$ cat src/rtl/seg_pkg.sv
// Shared constants for the two-digit seven-segment receive monitor.
// Segment codes use bit0=a .. bit6=g, active-high.
package seg_pkg;

  localparam logic [6:0] SEG_CODE_0 = 7'h3F;
  localparam logic [6:0] SEG_CODE_1 = 7'h06;
  localparam logic [6:0] SEG_CODE_2 = 7'h5B;
  localparam logic [6:0] SEG_CODE_3 = 7'h4F;
  localparam logic [6:0] SEG_CODE_4 = 7'h66;
  localparam logic [6:0] SEG_CODE_5 = 7'h6D;
  localparam logic [6:0] SEG_CODE_6 = 7'h7D;
  localparam logic [6:0] SEG_CODE_7 = 7'h07;
  localparam logic [6:0] SEG_CODE_8 = 7'h7F;
  localparam logic [6:0] SEG_CODE_9 = 7'h6F;

  localparam logic [3:0] DIGIT_ILLEGAL = 4'hF;
  localparam logic [6:0] MAX_VALUE     = 7'd99;

  typedef enum logic {
    IDLE  = 1'b0,
    TRACK = 1'b1
  } state_t;

endpackage

$ cat src/rtl/seg_to_bcd.sv
// Combinational seven-segment to BCD decoder; any code outside the ten
// digit patterns (including all-off) is flagged illegal.
module seg_to_bcd
  import seg_pkg::*;
(
  input  logic [6:0] seg,
  output logic       illegal,
  output logic [3:0] digit
);

  always_comb begin
    illegal = 1'b0;
    digit   = DIGIT_ILLEGAL;
    case (seg)
      SEG_CODE_0: digit = 4'd0;
      SEG_CODE_1: digit = 4'd1;
      SEG_CODE_2: digit = 4'd2;
      SEG_CODE_3: digit = 4'd3;
      SEG_CODE_4: digit = 4'd4;
      SEG_CODE_5: digit = 4'd5;
      SEG_CODE_6: digit = 4'd6;
      SEG_CODE_7: digit = 4'd7;
      SEG_CODE_8: digit = 4'd8;
      SEG_CODE_9: digit = 4'd9;
      default:    illegal = 1'b1;
    endcase
  end

endmodule

$ cat src/rtl/two_digit_seg_monitor.sv
// Receive-side monitor for a two-digit counter display: synchronizes and
// glitch-filters the segment buses, decodes them and classifies each change.
//
// state | meaning
// IDLE  | no legal value accepted since reset
// TRACK | a legal value is held; each new legal value is classified as a step
module two_digit_seg_monitor
  import seg_pkg::*;
#(
  parameter int STABLE_CYCLES = 4,
  parameter int ERR_W         = 8
) (
  input  logic             clk,
  input  logic             rst,
  input  logic [6:0]       seg_one_in,
  input  logic [6:0]       seg_ten_in,
  output logic [6:0]       value,
  output logic             value_valid,
  output logic             step_up,
  output logic             step_down,
  output logic             step_err,
  output logic             code_err,
  output logic [ERR_W-1:0] err_count,
  output logic             locked
);

  state_t      state_q, state_d;
  logic [13:0] sync_1, syn, cand, acc;
  logic [7:0]  stab_cnt;
  logic        accept;
  logic        ten_ill, one_ill;
  logic [3:0]  ten_dig, one_dig;
  logic [6:0]  new_value, prev_inc, prev_dec;
  logic        vv_d, up_d, dn_d, serr_d, cerr_d, err_inc;

  seg_to_bcd u_ten (.seg(cand[13:7]), .illegal(ten_ill), .digit(ten_dig));
  seg_to_bcd u_one (.seg(cand[6:0]),  .illegal(one_ill), .digit(one_dig));

  // Accept fires on the sample that brings the run length up to STABLE_CYCLES.
  assign accept    = (syn == cand) && (stab_cnt == 8'(STABLE_CYCLES - 1)) && (cand != acc);
  assign new_value = 7'(ten_dig) * 7'd10 + 7'(one_dig);
  assign prev_inc  = (value == MAX_VALUE) ? 7'd0 : value + 7'd1;
  assign prev_dec  = (value == 7'd0) ? MAX_VALUE : value - 7'd1;
  assign locked    = (state_q == TRACK);

  always_ff @(posedge clk or posedge rst) begin
    if (rst) begin
      sync_1   <= '0;
      syn      <= '0;
      cand     <= '0;
      acc      <= '0;
      stab_cnt <= '0;
    end else begin
      sync_1 <= {seg_ten_in, seg_one_in};
      syn    <= sync_1;
      if (syn != cand) begin
        cand     <= syn;
        stab_cnt <= 8'd1;
      end else if (stab_cnt != 8'(STABLE_CYCLES)) begin
        stab_cnt <= stab_cnt + 8'd1;
      end
      if (accept) acc <= cand;
    end
  end

  always_comb begin
    state_d = state_q;
    vv_d    = 1'b0;
    up_d    = 1'b0;
    dn_d    = 1'b0;
    serr_d  = 1'b0;
    cerr_d  = 1'b0;
    err_inc = 1'b0;
    if (accept) begin
      if (ten_ill || one_ill) begin
        cerr_d  = 1'b1;
        err_inc = 1'b1;
      end else begin
        vv_d = 1'b1;
        if (state_q == IDLE) begin
          state_d = TRACK;
        end else if (new_value == prev_inc) begin
          up_d = 1'b1;
        end else if (new_value == prev_dec) begin
          dn_d = 1'b1;
        end else begin
          serr_d  = 1'b1;
          err_inc = 1'b1;
        end
      end
    end
  end

  always_ff @(posedge clk or posedge rst) begin
    if (rst) begin
      state_q     <= IDLE;
      value       <= '0;
      value_valid <= 1'b0;
      step_up     <= 1'b0;
      step_down   <= 1'b0;
      step_err    <= 1'b0;
      code_err    <= 1'b0;
      err_count   <= '0;
    end else begin
      state_q     <= state_d;
      value_valid <= vv_d;
      step_up     <= up_d;
      step_down   <= dn_d;
      step_err    <= serr_d;
      code_err    <= cerr_d;
      if (vv_d) value <= new_value;
      if (err_inc && (err_count != '1)) err_count <= err_count + 1'b1;
    end
  end

endmodule

$ cat config.mk
export PLATFORM = sky130hd
export DESIGN_NAME = two_digit_seg_monitor
export DESIGN_NICKNAME = d
export VERILOG_FILES = /design/src/rtl/seg_pkg.sv /design/src/rtl/seg_to_bcd.sv /design/src/rtl/two_digit_seg_monitor.sv
export SDC_FILE = /design/constraint.sdc
export NUM_CORES = 1
export LEC_CHECK = 0
export BUFFER_PORTS_ARGS = -buffer_cell sky130_fd_sc_hd__buf_2
export CAP_MARGIN = 20
export CORE_UTILIZATION = 54
export CTS_CLUSTER_SIZE = 16
export DETAILED_ROUTE_END_ITERATION = 8
export HOLD_SLACK_MARGIN = 0.06
export PLACE_DENSITY = 0.76
export SLEW_MARGIN = 20
export SYNTH_ARGS = -nofsm -noshare
export SYNTH_HDL_FRONTEND = slang
export SYNTH_SLANG_ARGS = --single-unit
$ cat constraint.sdc
create_clock -name clk -period 4.1 [get_ports clk]
set_input_delay 0.205 -clock clk [delete_from_list [all_inputs] [get_ports clk]]
set_output_delay 0.205 -clock clk [all_outputs]
set_load 0.05 [all_outputs]
==> results of run 1 <==
-- final timing paths --
kind | startpoint | to | slack (ns) | cells past startpoint
max in group asynchronous | rst | value[2] | 2.63 | 4
max reg2reg | cand[6] | err_count[6] | 0.21 | 17
min in group asynchronous | rst | syn[8] | 0.56 | 3
min | sync_1[8] | syn[8] | 0.35 | 0
min reg2reg | sync_1[8] | syn[8] | 0.35 | 0
max | cand[6] | err_count[6] | 0.21 | 17
-- worst register-to-register path, cell delays in order, from the launching register on --
cell      delay, ns
dfrtp_1        0.40
buf_4          0.18
nand3_1        0.16
nor3_2         0.08
a21oi_1        0.31
a21boi_0       0.24
o41a_1         0.19
ha_1           0.28
a21oi_1        0.27
xnor2_1        0.17
buf_4          0.15
xor2_1         0.16
nand3_1        0.09
or3_4          0.43
o221ai_4       0.24
buf_4          0.18
a211oi_1       0.08
xor2_1         0.16
-- per-layer routing --
metal | global-route usage, % | vias to the layer above | wire length (um) | part of all wire, %
met5 | 0 | - | 0 | 0
met4 | 11.2 | 0 | 235 | 2.8
met3 | 3.78 | 22 | 237 | 2.9
met2 | 34.7 | 70 | 4160 | 50
met1 | 25.5 | 1554 | 3670 | 44
li1 | - | 1532 | - | -
-- power by group through the flow --
stage          clock, uW  combinational, uW  sequential (uW)
5_1_grt              725                220              879
4_1_cts              691                183              877
3_5_place_dp           0                171              893
2_1_floorplan          0                142              883
6_report             674                200              876
3_3_place_gp           0                167              891
-- timing repair --
action | 4_1_cts | 5_1_grt
gates cloned | 0 | 0
hold endpoints to repair | 68 | 0
pin swaps | 0 | 5
endpoints found under the setup margin | 1 | 9
hold buffers | 15 | 0
setup buffers | 0 | 7
gates resized for setup | 1 | 15
-- cell families (layout without fill, tap and decap cells) --
group,count (synthesis),count (layout)
simple gates,135,135
compound gates,58,58
xor+xnor,66,66
flops,85,85
mux,16,16
fa+ha+maj,12,12
buf+inv,49,102
-- layout make-up --
cell class                 instances  share of cell area, %
timing repair buffer              74                   9.69
sequential                        85                   41.3
clock buffer                       9                   2.40
multi-input combinational        287                   41.2
clock inverter                     7                   2.06
tap                              102                   2.47
inverter                          12                  0.897
-- state kept, by name, indices dropped and copies added, names as in the netlist, 7 cells and up --
signal / flops
sync_1: 14
cand: 14
err_count: 8
syn: 14
stab_cnt: 8
acc: 14
value: 7
-- per-stage QoR --
stage | util (%) | TNS, ns
final | 65.8 | 0
after global routing | 65.8 | -0.0439
after CTS | 64.3 | 0
after detailed placement | 59.5 | 0
after global placement | 59.5 | 0
after floorplan | - | 0
-- synth_stat cells, types with 2 or more instances --
library cell   n  area [um^2]
a21boi_0       2         15.0
nand3_1       20          100
or3_1          4         25.0
inv_1         12         45.0
nor2_1        29          109
ha_1          11          138
nand2_1       23         86.3
xor2_1        34          298
nor4_1         4         25.0
clkbuf_8       4         55.1
o21a_1         2         15.0
and2_1         3         18.8
a21o_1         2         15.0
buf_6          3         33.8
clkbuf_1      22         82.6
and3_1         6         37.5
o21ai_0       14         70.1
a211oi_1       6         45.0
nand4_1        8         50.1
or2_2          2         12.5
a21oi_2        2         17.5
o2bb2ai_1      2         17.5
o41ai_1        2         17.5
nor2b_1        6         37.5
buf_4          4         30.0
dfrtp_1       85         2130
nand2b_1       4         25.0
mux2_2        15          169
nor3_1        13         65.1
xnor2_1       32          280
a21oi_1       14         70.1
buf_2          3         15.0
==> qor.json, run 1 <==
{
  "status": {"value": "completed"},
  "synthFlopType": {"value": "dfrtp_1"},
  "synth_seq_area_share": {"value": 47.7, "unit": "%"},
  "number_of_synthesized_flops_with_an_enable_pin": {"value": 0},
  "die_x": {"value": 92.9, "unit": "um"},
  "synth-async-reset-ratio": {"value": 100, "unit": "%"},
  "final_hold_viol_count": {"value": 0},
  "final-setup-viol-count": {"value": 0},
  "p_leak": {"value": 0.00234, "unit": "uW"},
  "hpwlAfterDp": {"value": 5830, "unit": "um"},
  "antennaDiodeCount": {"value": 0},
  "main_combinational_cell_family_by_area_after_synthesis": {"value": "simple AND/OR/NAND/NOR gates"},
  "cp-start-kind": {"value": "flip-flop"},
  "post_synth_mux_area_share": {"value": 4.13, "unit": "%"},
  "grt_max_degree": {"value": 56},
  "cts_tree": {"value": "yes"},
  "hold_slack": {"value": 0.351, "unit": "ns"},
  "worstHoldPathType": {"value": "flip-flop to flip-flop"},
  "worstSetupEndpointType": {"value": "flip-flop"},
  "layout.cell_area.non_filler": {"value": 5160, "unit": "um^2"},
  "grt_pass1_wl": {"value": 13900, "unit": "um"},
  "tritoncts.num_buffers": {"value": 9},
  "synth.distinct_cells": {"value": 60},
  "comb_power_share": {"value": 11.4, "unit": "%"},
  "vias_per_cell": {"value": 5.52},
  "combined_area_of_all_synthesized_cells": {"value": 4460, "unit": "um^2"},
  "area_share_of_and_or_nand_nor_cells_after_synthesis": {"value": 16.1, "unit": "%"},
  "cap_viol_max_count": {"value": 0},
  "critPathMaxStageDelay": {"value": 0.43, "unit": "ns"},
  "crit_buf_inv": {"value": 3},
  "clock_root_buffer": {"value": "clkbuf_8"},
  "area.sequential": {"value": 2130, "unit": "um^2"},
  "power.sequential.fraction": {"value": 50.0, "unit": "%"},
  "p_per_area": {"value": 339, "unit": "nW/um^2"},
  "post_layout_nonfiller_instances": {"value": 576},
  "clockBufferDepth": {"value": 2},
  "critPathRequiredTime": {"value": 4.33, "unit": "ns"},
  "layout.filler_cells": {"value": 623},
  "worst_slack": {"value": 0.214, "unit": "ns"},
  "pre_cts_ws": {"value": 0.0361, "unit": "ns"},
  "dp.cells": {"value": 538},
  "post_synth_fa_ha_maj_area_fraction": {"value": 3.54, "unit": "%"},
  "synthXorXnorAreaFrac": {"value": 13.0, "unit": "%"},
  "report.power.total": {"value": 1750, "unit": "uW"},
  "synth-compound-area-share": {"value": 9.63, "unit": "%"},
  "grtUsageTotal": {"value": 20.8, "unit": "%"},
  "fin_crit": {"value": 3.89, "unit": "ns"},
  "starting_utilization_of_the_core_area": {"value": 56.8, "unit": "%"},
  "place_congestion": {"value": 0.845},
  "placed_cell_area": {"value": 4670, "unit": "um^2"},
  "boundaryPins": {"value": 37},
  "synthesis.yosys.warnings": {"value": 0},
  "detailedRoute.firstPassIterationCount": {"value": 6},
  "ir_drop": {"value": 275, "unit": "uV"},
  "h-tree-depth": {"value": 3},
  "tritoncts_num_sinks": {"value": 85},
  "mappedNetlistNets": {"value": 449},
  "timing.critical_path.arrival": {"value": 4.12, "unit": "ns"},
  "multi_input_logic_area": {"value": 2130, "unit": "um^2"},
  "clock.fmax": {"value": 0.257, "unit": "GHz"},
  "avgRoutedWirePerCell": {"value": 14.4, "unit": "um"},
  "mostFrequentLayoutCells": {"value": "81 x dfrtp_1, 36 x buf_2, 32 x xor2_1"},
  "crit_chain": {"value": "buf_4, nand3_1, nor3_2, a21oi_1, a21boi_0, o41a_1, ha_1, a21oi_1, xnor2_1, buf_4, xor2_1, nand3_1, or3_4, o221ai_4, buf_4, a211oi_1, xor2_1"},
  "cell_with_the_largest_stage_delay_on_the_worst_path": {"value": "or3_4"},
  "worst_slew_margin": {"value": 40.7, "unit": "%"},
  "share_clk_of_total_power": {"value": 38.5, "unit": "%"},
  "detail_route.wirelength": {"value": 8300, "unit": "um"},
  "timing.critical_path.max_delay_family": {"value": "compound AO/OA/AOI/OAI gates"},
  "syn2layout_area_growth": {"value": 15.8, "unit": "%"},
  "report.final.slew_viol_count": {"value": 0},
  "final.period_utilization": {"value": 94.8, "unit": "%"},
  "tightest_slew": {"value": 0.889, "unit": "ns"},
  "drt_iter0_markers": {"value": 128},
  "worst_setup_hold_path_clk_slew": {"value": 0.09, "unit": "ns"},
  "post_synth.cell_area_avg": {"value": 10.6, "unit": "um^2"},
  "num_rows": {"value": 32},
  "synthCells": {"value": 421},
  "drive_gt1_share": {"value": 25.3, "unit": "%"},
  "total_congestion_overflow_after_global_routing": {"value": 0},
  "mostFrequentLayoutCell": {"value": "dfrtp_1"},
  "critical_path.max_fanout": {"value": 10},
  "clk-insertion-delay-late": {"value": 0.36, "unit": "ns"},
  "portbufs": {"value": 36},
  "worst_clock_skew": {"value": 0.00986, "unit": "ns"},
  "fp.coreArea": {"value": 7850, "unit": "um^2"},
  "grt_antenna_before_repair": {"value": 0},
  "power_switching_share": {"value": 25.5, "unit": "%"},
  "number_of_global_route_vias_before_repair": {"value": 3079},
  "via_count": {"value": 3178},
  "detail-route-antenna-nets": {"value": 0},
  "worst-setup-path-type": {"value": "flip-flop to flip-flop"},
  "die_area": {"value": 8620, "unit": "um^2"},
  "power_report.internal_total": {"value": 1300, "unit": "uW"},
  "drcViolationCount": {"value": 0},
  "cpMostUsedCell": {"value": "buf_4"},
  "synth-seq-cells": {"value": 85},
  "nets": {"value": 497},
  "die_height": {"value": 92.9, "unit": "um"},
  "switching_power": {"value": 447, "unit": "uW"}
}
Power figures use the tool's default switching activity.
==> inputs of run 2 (changes only) <==
- CORE_UTILIZATION: 54 -> 50
- PLACE_DENSITY: 0.76 -> 0.71
==> run 2 against run 1 <==
Against the previous run: utilization fell by 6.8 points; final area down 0.90%; sequential share of layout area is 0.37 points higher; via count decreased by 2.7%; die area increased by 7.8%; critical path depth fell by 1; largest power group unchanged.
==> qor.json, run 2 (synthesis gave the netlist of run 1 again) <==
{
  "status": {"value": "completed"},
  "final.period_utilization": {"value": 96.4, "unit": "%"},
  "grt_antenna_before_repair": {"value": 0},
  "area.sequential": {"value": 2130, "unit": "um^2"},
  "final_hold_viol_count": {"value": 0},
  "cts_tree": {"value": "yes"},
  "total_congestion_overflow_after_global_routing": {"value": 0},
  "pre_cts_ws": {"value": 0.0498, "unit": "ns"},
  "utilization_after_layout": {"value": 59.0, "unit": "%"},
  "report.power.total": {"value": 1680, "unit": "uW"},
  "boundaryPins": {"value": 37},
  "worstSetupEndpointType": {"value": "flip-flop"},
  "worst-setup-path-type": {"value": "flip-flop to flip-flop"},
  "clk-insertion-delay-late": {"value": 0.35, "unit": "ns"},
  "final-setup-viol-count": {"value": 0},
  "avgRoutedWirePerCell": {"value": 14.1, "unit": "um"},
  "clockBufferDepth": {"value": 2},
  "report.final.slew_viol_count": {"value": 0},
  "routedLengthMet1": {"value": 3730, "unit": "um"},
  "grtUsageTotal": {"value": 18.9, "unit": "%"},
  "place_congestion": {"value": 0.896},
  "vias_per_cell": {"value": 5.32},
  "ir_drop": {"value": 190, "unit": "uV"},
  "portbufs": {"value": 36},
  "tritoncts_num_sinks": {"value": 85},
  "fp.coreArea": {"value": 8680, "unit": "um^2"},
  "cap_viol_max_count": {"value": 0},
  "clock_root_buffer": {"value": "clkbuf_8"},
  "timing.critical_path.arrival": {"value": 4.18, "unit": "ns"},
  "fin_crit": {"value": 3.95, "unit": "ns"},
  "reg2regPathDepth": {"value": 16},
  "syn2layout_area_growth": {"value": 14.8, "unit": "%"},
  "worstHoldPathType": {"value": "flip-flop to flip-flop"},
  "worst_setup_hold_path_clk_slew": {"value": 0.09, "unit": "ns"},
  "tritoncts.num_buffers": {"value": 9},
  "worst_slack": {"value": 0.147, "unit": "ns"},
  "nets": {"value": 496},
  "drt_iter0_markers": {"value": 182},
  "clock.fmax": {"value": 0.253, "unit": "GHz"},
  "worst_clock_skew": {"value": 0.0104, "unit": "ns"},
  "hpwlAfterDp": {"value": 5670, "unit": "um"},
  "holdPathStages": {"value": 0},
  "critical_path.max_fanout": {"value": 7},
  "amount_of_wire_on_met3_after_detailed_routing": {"value": 269, "unit": "um"},
  "detailedRoute.firstPassIterationCount": {"value": 4},
  "detail-route-antenna-nets": {"value": 0},
  "die_x": {"value": 96.4, "unit": "um"},
  "num_rows": {"value": 34},
  "top_routing_layer_used": {"value": "met4"},
  "tightest_slew": {"value": 0.917, "unit": "ns"},
  "multi_input_logic_area": {"value": 2100, "unit": "um^2"},
  "antennaDiodeCount": {"value": 0},
  "layout.filler_cells": {"value": 722},
  "mostFrequentLayoutCells": {"value": "81 x dfrtp_1, 36 x buf_2, 32 x xor2_1"},
  "grt_pass1_wl": {"value": 13300, "unit": "um"},
  "number_of_global_route_vias_before_repair": {"value": 2953},
  "via_count": {"value": 3093},
  "hold_slack": {"value": 0.353, "unit": "ns"},
  "detail_route.wirelength": {"value": 8190, "unit": "um"},
  "grt_max_degree": {"value": 56},
  "mostFrequentLayoutCell": {"value": "dfrtp_1"},
  "drcViolationCount": {"value": 0},
  "wl_met2": {"value": 3960, "unit": "um"},
  "die_height": {"value": 96.4, "unit": "um"},
  "worst_slew_margin": {"value": 38.9, "unit": "%"},
  "p_per_area": {"value": 328, "unit": "nW/um^2"},
  "p_leak": {"value": 0.00233, "unit": "uW"},
  "h-tree-depth": {"value": 3},
  "critPathRequiredTime": {"value": 4.33, "unit": "ns"},
  "cp-start-kind": {"value": "flip-flop"},
  "die_area": {"value": 9300, "unit": "um^2"},
  "starting_utilization_of_the_core_area": {"value": 51.4, "unit": "%"},
  "drive_gt1_share": {"value": 23.9, "unit": "%"}
}
run 2: power by group:
part | switching [uW] | internal, uW
sequential | 16.5 | 859
clock | 307 | 304
combinational | 104 | 89.2
run 2: layer usage:
layer	global-route usage, %	vias to the layer above
met1	23.5	1484
met5	0	-
met4	9.19	0
met3	4.23	20
li1	-	1530
met2	31.2	59
run 2: path summary, 6_finish.rpt:
kind,from,to,slack (ns)
worst max-delay path,cand[9],err_count[5],0.15
worst min-delay path,sync_1[3],syn[3],0.35
max in group asynchronous,rst,cand[10],2.61
min in group asynchronous,rst,sync_1[13],0.56
worst min register to register,sync_1[3],syn[3],0.35
worst max register to register,cand[9],err_count[5],0.15
run 2: cell type report:
type | instances | area share, %
Timing Repair Buffer | 73 | 9.68
Sequential cell | 85 | 41.7
Clock buffer | 10 | 2.69
Inverter | 12 | 0.905
Tap cell | 108 | 2.64
Multi-Input combinational cell | 287 | 41.0
Clock inverter | 6 | 1.37
run 2: critical path, cell delays in order, from the launching register on:
cell,delay [ns]
dfrtp_2,0.45
and4bb_2,0.29
nor3_1,0.17
nor2_1,0.08
or3_1,0.42
nand2_1,0.08
ha_1,0.19
fa_2,0.24
xor2_2,0.24
xnor2_1,0.12
a2111oi_1,0.43
a21oi_1,0.10
or3_4,0.38
o221ai_4,0.23
buf_4,0.17
a211oi_1,0.08
xor2_1,0.15
run 2: what timing repair did:
| item | CTS | global route |
|---|---|---|
| setup buffers | 0 | 7 |
| endpoints found under the setup margin | 0 | 9 |
| hold buffers | 15 | 0 |
| endpoints found under the hold margin | 58 | 0 |
| gates resized for setup | 0 | 10 |
run 2: metrics by stage:
stage	std cells	area, um^2	TNS, ns
floorplan	421	4460	0
global placement	543	4670	0
detailed placement	543	4670	0
CTS	574	5020	0
global route	581	5120	-0.479
finish	581	5120	0
==> inputs of run 3 (changes only) <==
- CAP_MARGIN: 20 -> 0
- PLACE_DENSITY: 0.71 -> 0.77
- RECOVER_POWER: default -> 100
==> run 3 against run 2 <==
Against the previous run: the flow now finishes with violations (max-capacitance violations, max-slew violations); final cell count fell by 1.0%; via count about the same; worst hold slack better by 0.00061 ns; clock power rose by 12%; critical path depth decreased by 1; sequential power about the same; combinational power up 3%; register-to-register slack about the same; first-iteration DRC count up 1.6%; largest cell class is now multi-input combinational cells.
==> qor.json, run 3 (synthesis gave the netlist of run 1 again) <==
{
  "hold_slack": {"value": 0.354, "unit": "ns"},
  "die_x": {"value": 96.4, "unit": "um"},
  "clk-insertion-delay-late": {"value": 0.36, "unit": "ns"},
  "clockBufferDepth": {"value": 2},
  "final-setup-viol-count": {"value": 0},
  "status": {"value": "complete, but fails checks"},
  "tightest_slew": {"value": 2.31, "unit": "ns"},
  "nets": {"value": 490},
  "share_clk_of_total_power": {"value": 38.8, "unit": "%"},
  "placed_cell_area": {"value": 4660, "unit": "um^2"},
  "detail-route-antenna-nets": {"value": 0},
  "power_switching_share": {"value": 25.1, "unit": "%"},
  "report.final.slew_viol_count": {"value": 56},
  "tritoncts.num_buffers": {"value": 9},
  "die_area": {"value": 9300, "unit": "um^2"},
  "via_count": {"value": 3090},
  "crit_chain": {"value": "or4b_4, o22ai_4, a21oi_4, nand2_2, nand2_1, ha_2, fa_2, xor2_4, xnor2_1, a2111oi_2, a21oi_1, or3_4, o221ai_4, a21oi_2, mux2_4"},
  "place_congestion": {"value": 0.908},
  "worstHoldPathType": {"value": "flip-flop to flip-flop"},
  "mostFrequentLayoutCells": {"value": "81 x dfrtp_1, 32 x xor2_1, 29 x xnor2_1"},
  "timing.critical_path.arrival": {"value": 4.21, "unit": "ns"},
  "dp.cells": {"value": 542},
  "power_report.internal_total": {"value": 1320, "unit": "uW"},
  "p_leak": {"value": 0.00223, "unit": "uW"},
  "hpwlAfterDp": {"value": 5720, "unit": "um"},
  "critical_path_cell_count": {"value": 15},
  "grt_max_degree": {"value": 56},
  "worst_setup_hold_path_clk_slew": {"value": 0.09, "unit": "ns"},
  "layout.filler_cells": {"value": 714},
  "layout.cell_area.non_filler": {"value": 5160, "unit": "um^2"},
  "total_congestion_overflow_after_global_routing": {"value": 0},
  "number_of_global_route_vias_before_repair": {"value": 2955},
  "comb_power_share": {"value": 11.3, "unit": "%"},
  "portbufs": {"value": 36},
  "drcViolationCount": {"value": 0},
  "worst_slew_margin": {"value": -55.0, "unit": "%"},
  "antennaDiodeCount": {"value": 0},
  "num_rows": {"value": 34},
  "vias_per_cell": {"value": 5.37},
  "clock_root_buffer": {"value": "clkbuf_8"},
  "timing.critical_path.max_delay_family": {"value": "simple AND/OR/NAND/NOR gates"},
  "boundaryPins": {"value": 37},
  "grt_pass1_wl": {"value": 13500, "unit": "um"},
  "worstSetupEndpointType": {"value": "flip-flop"},
  "drive_gt1_share": {"value": 20.8, "unit": "%"},
  "h-tree-depth": {"value": 3},
  "final.period_utilization": {"value": 96.6, "unit": "%"},
  "fin_crit": {"value": 3.96, "unit": "ns"},
  "power.sequential.fraction": {"value": 49.9, "unit": "%"},
  "tritoncts_num_sinks": {"value": 85},
  "mostFrequentLayoutCell": {"value": "dfrtp_1"},
  "switching_power": {"value": 441, "unit": "uW"},
  "ir_drop": {"value": 219, "unit": "uV"},
  "post_layout_nonfiller_instances": {"value": 575},
  "reg2regPathDepth": {"value": 15},
  "grt_antenna_before_repair": {"value": 0},
  "die_height": {"value": 96.4, "unit": "um"},
  "grtUsageTotal": {"value": 19.2, "unit": "%"},
  "starting_utilization_of_the_core_area": {"value": 51.4, "unit": "%"},
  "worst-setup-path-type": {"value": "flip-flop to flip-flop"},
  "critPathRequiredTime": {"value": 4.35, "unit": "ns"},
  "cts_tree": {"value": "yes"},
  "cell_with_the_largest_stage_delay_on_the_worst_path": {"value": "or4b_4"},
  "final_hold_viol_count": {"value": 0},
  "critical_path.max_fanout": {"value": 4},
  "avgRoutedWirePerCell": {"value": 14.6, "unit": "um"},
  "failing_checks": {"value": "max-capacitance violations, max-slew violations"},
  "worst_clock_skew": {"value": 0.0142, "unit": "ns"},
  "fp.coreArea": {"value": 8680, "unit": "um^2"},
  "drt_iter0_markers": {"value": 185},
  "crit_buf_inv": {"value": 0},
  "cp-start-kind": {"value": "flip-flop"},
  "critPathMaxStageDelay": {"value": 0.56, "unit": "ns"},
  "holdPathStages": {"value": 0},
  "clock.fmax": {"value": 0.253, "unit": "GHz"},
  "syn2layout_area_growth": {"value": 15.8, "unit": "%"},
  "detailedRoute.firstPassIterationCount": {"value": 4},
  "p_per_area": {"value": 341, "unit": "nW/um^2"},
  "cap_viol_max_count": {"value": 1},
  "detail_route.wirelength": {"value": 8400, "unit": "um"}
}
-- run 3: timing repair --
action,CTS,global route
hold buffers,15,0
gates cloned,0,0
buffers inserted,0,2
endpoints found under the setup margin,5,9
gates resized for setup,1,27
pin swaps,0,6
hold endpoints to repair,68,0
-- run 3: area by class of cell --
cell class / instances / area [um^2] / share of cell area, %
flip-flops and latches: 85 / 2130 / 41.3
repair buffers: 67 / 422 / 8.17
well taps: 108 / 135 / 2.62
clock buffers: 10 / 138 / 2.67
multi-input cells: 287 / 2190 / 42.5
inverters: 12 / 46.3 / 0.897
clock inverters: 6 / 97.6 / 1.89
-- run 3: per-layer routing --
| layer | track usage [%] | wire [um] |
|---|---|---|
| met1 | 23.9 | 3780 |
| met2 | 33.7 | 4230 |
| met3 | 3.83 | 259 |
| met4 | 5.88 | 136 |
| met5 | 0 | 0 |
-- run 3: power groups by stage --
stage | logic (uW) | clock network [uW] | registers, uW
5_1_grt | 218 | 733 | 881
3_3_place_gp | 160 | 0 | 892
6_report | 199 | 683 | 878
3_5_place_dp | 164 | 0 | 893
2_1_floorplan | 142 | 0 | 883
4_1_cts | 177 | 698 | 877
-- run 3: per-stage QoR --
step                      setup WS, ns  TNS (ns)  power, uW  util (%)
after detailed placement       -0.0254   -0.0683       1060      53.7
final                            0.141         0       1760      59.5
after global routing           -0.0285   -0.0621       1830      59.5
after CTS                       0.0181         0       1750      58.2
after floorplan                 0.0913         0       1030         -
after global placement          0.0971         0       1050      53.7
-- run 3: path summary, 6_finish.rpt --
| path | startpoint | slack [ns] | to |
|---|---|---|---|
| max | cand[3] | 0.14 | err_count[1] |
| min reg2reg | sync_1[1] | 0.35 | syn[1] |
| max in group asynchronous | rst | 1.43 | cand[8] |
| max reg2reg | cand[3] | 0.14 | err_count[1] |
| min in group asynchronous | rst | 1.02 | sync_1[13] |
| min | sync_1[1] | 0.35 | syn[1] |
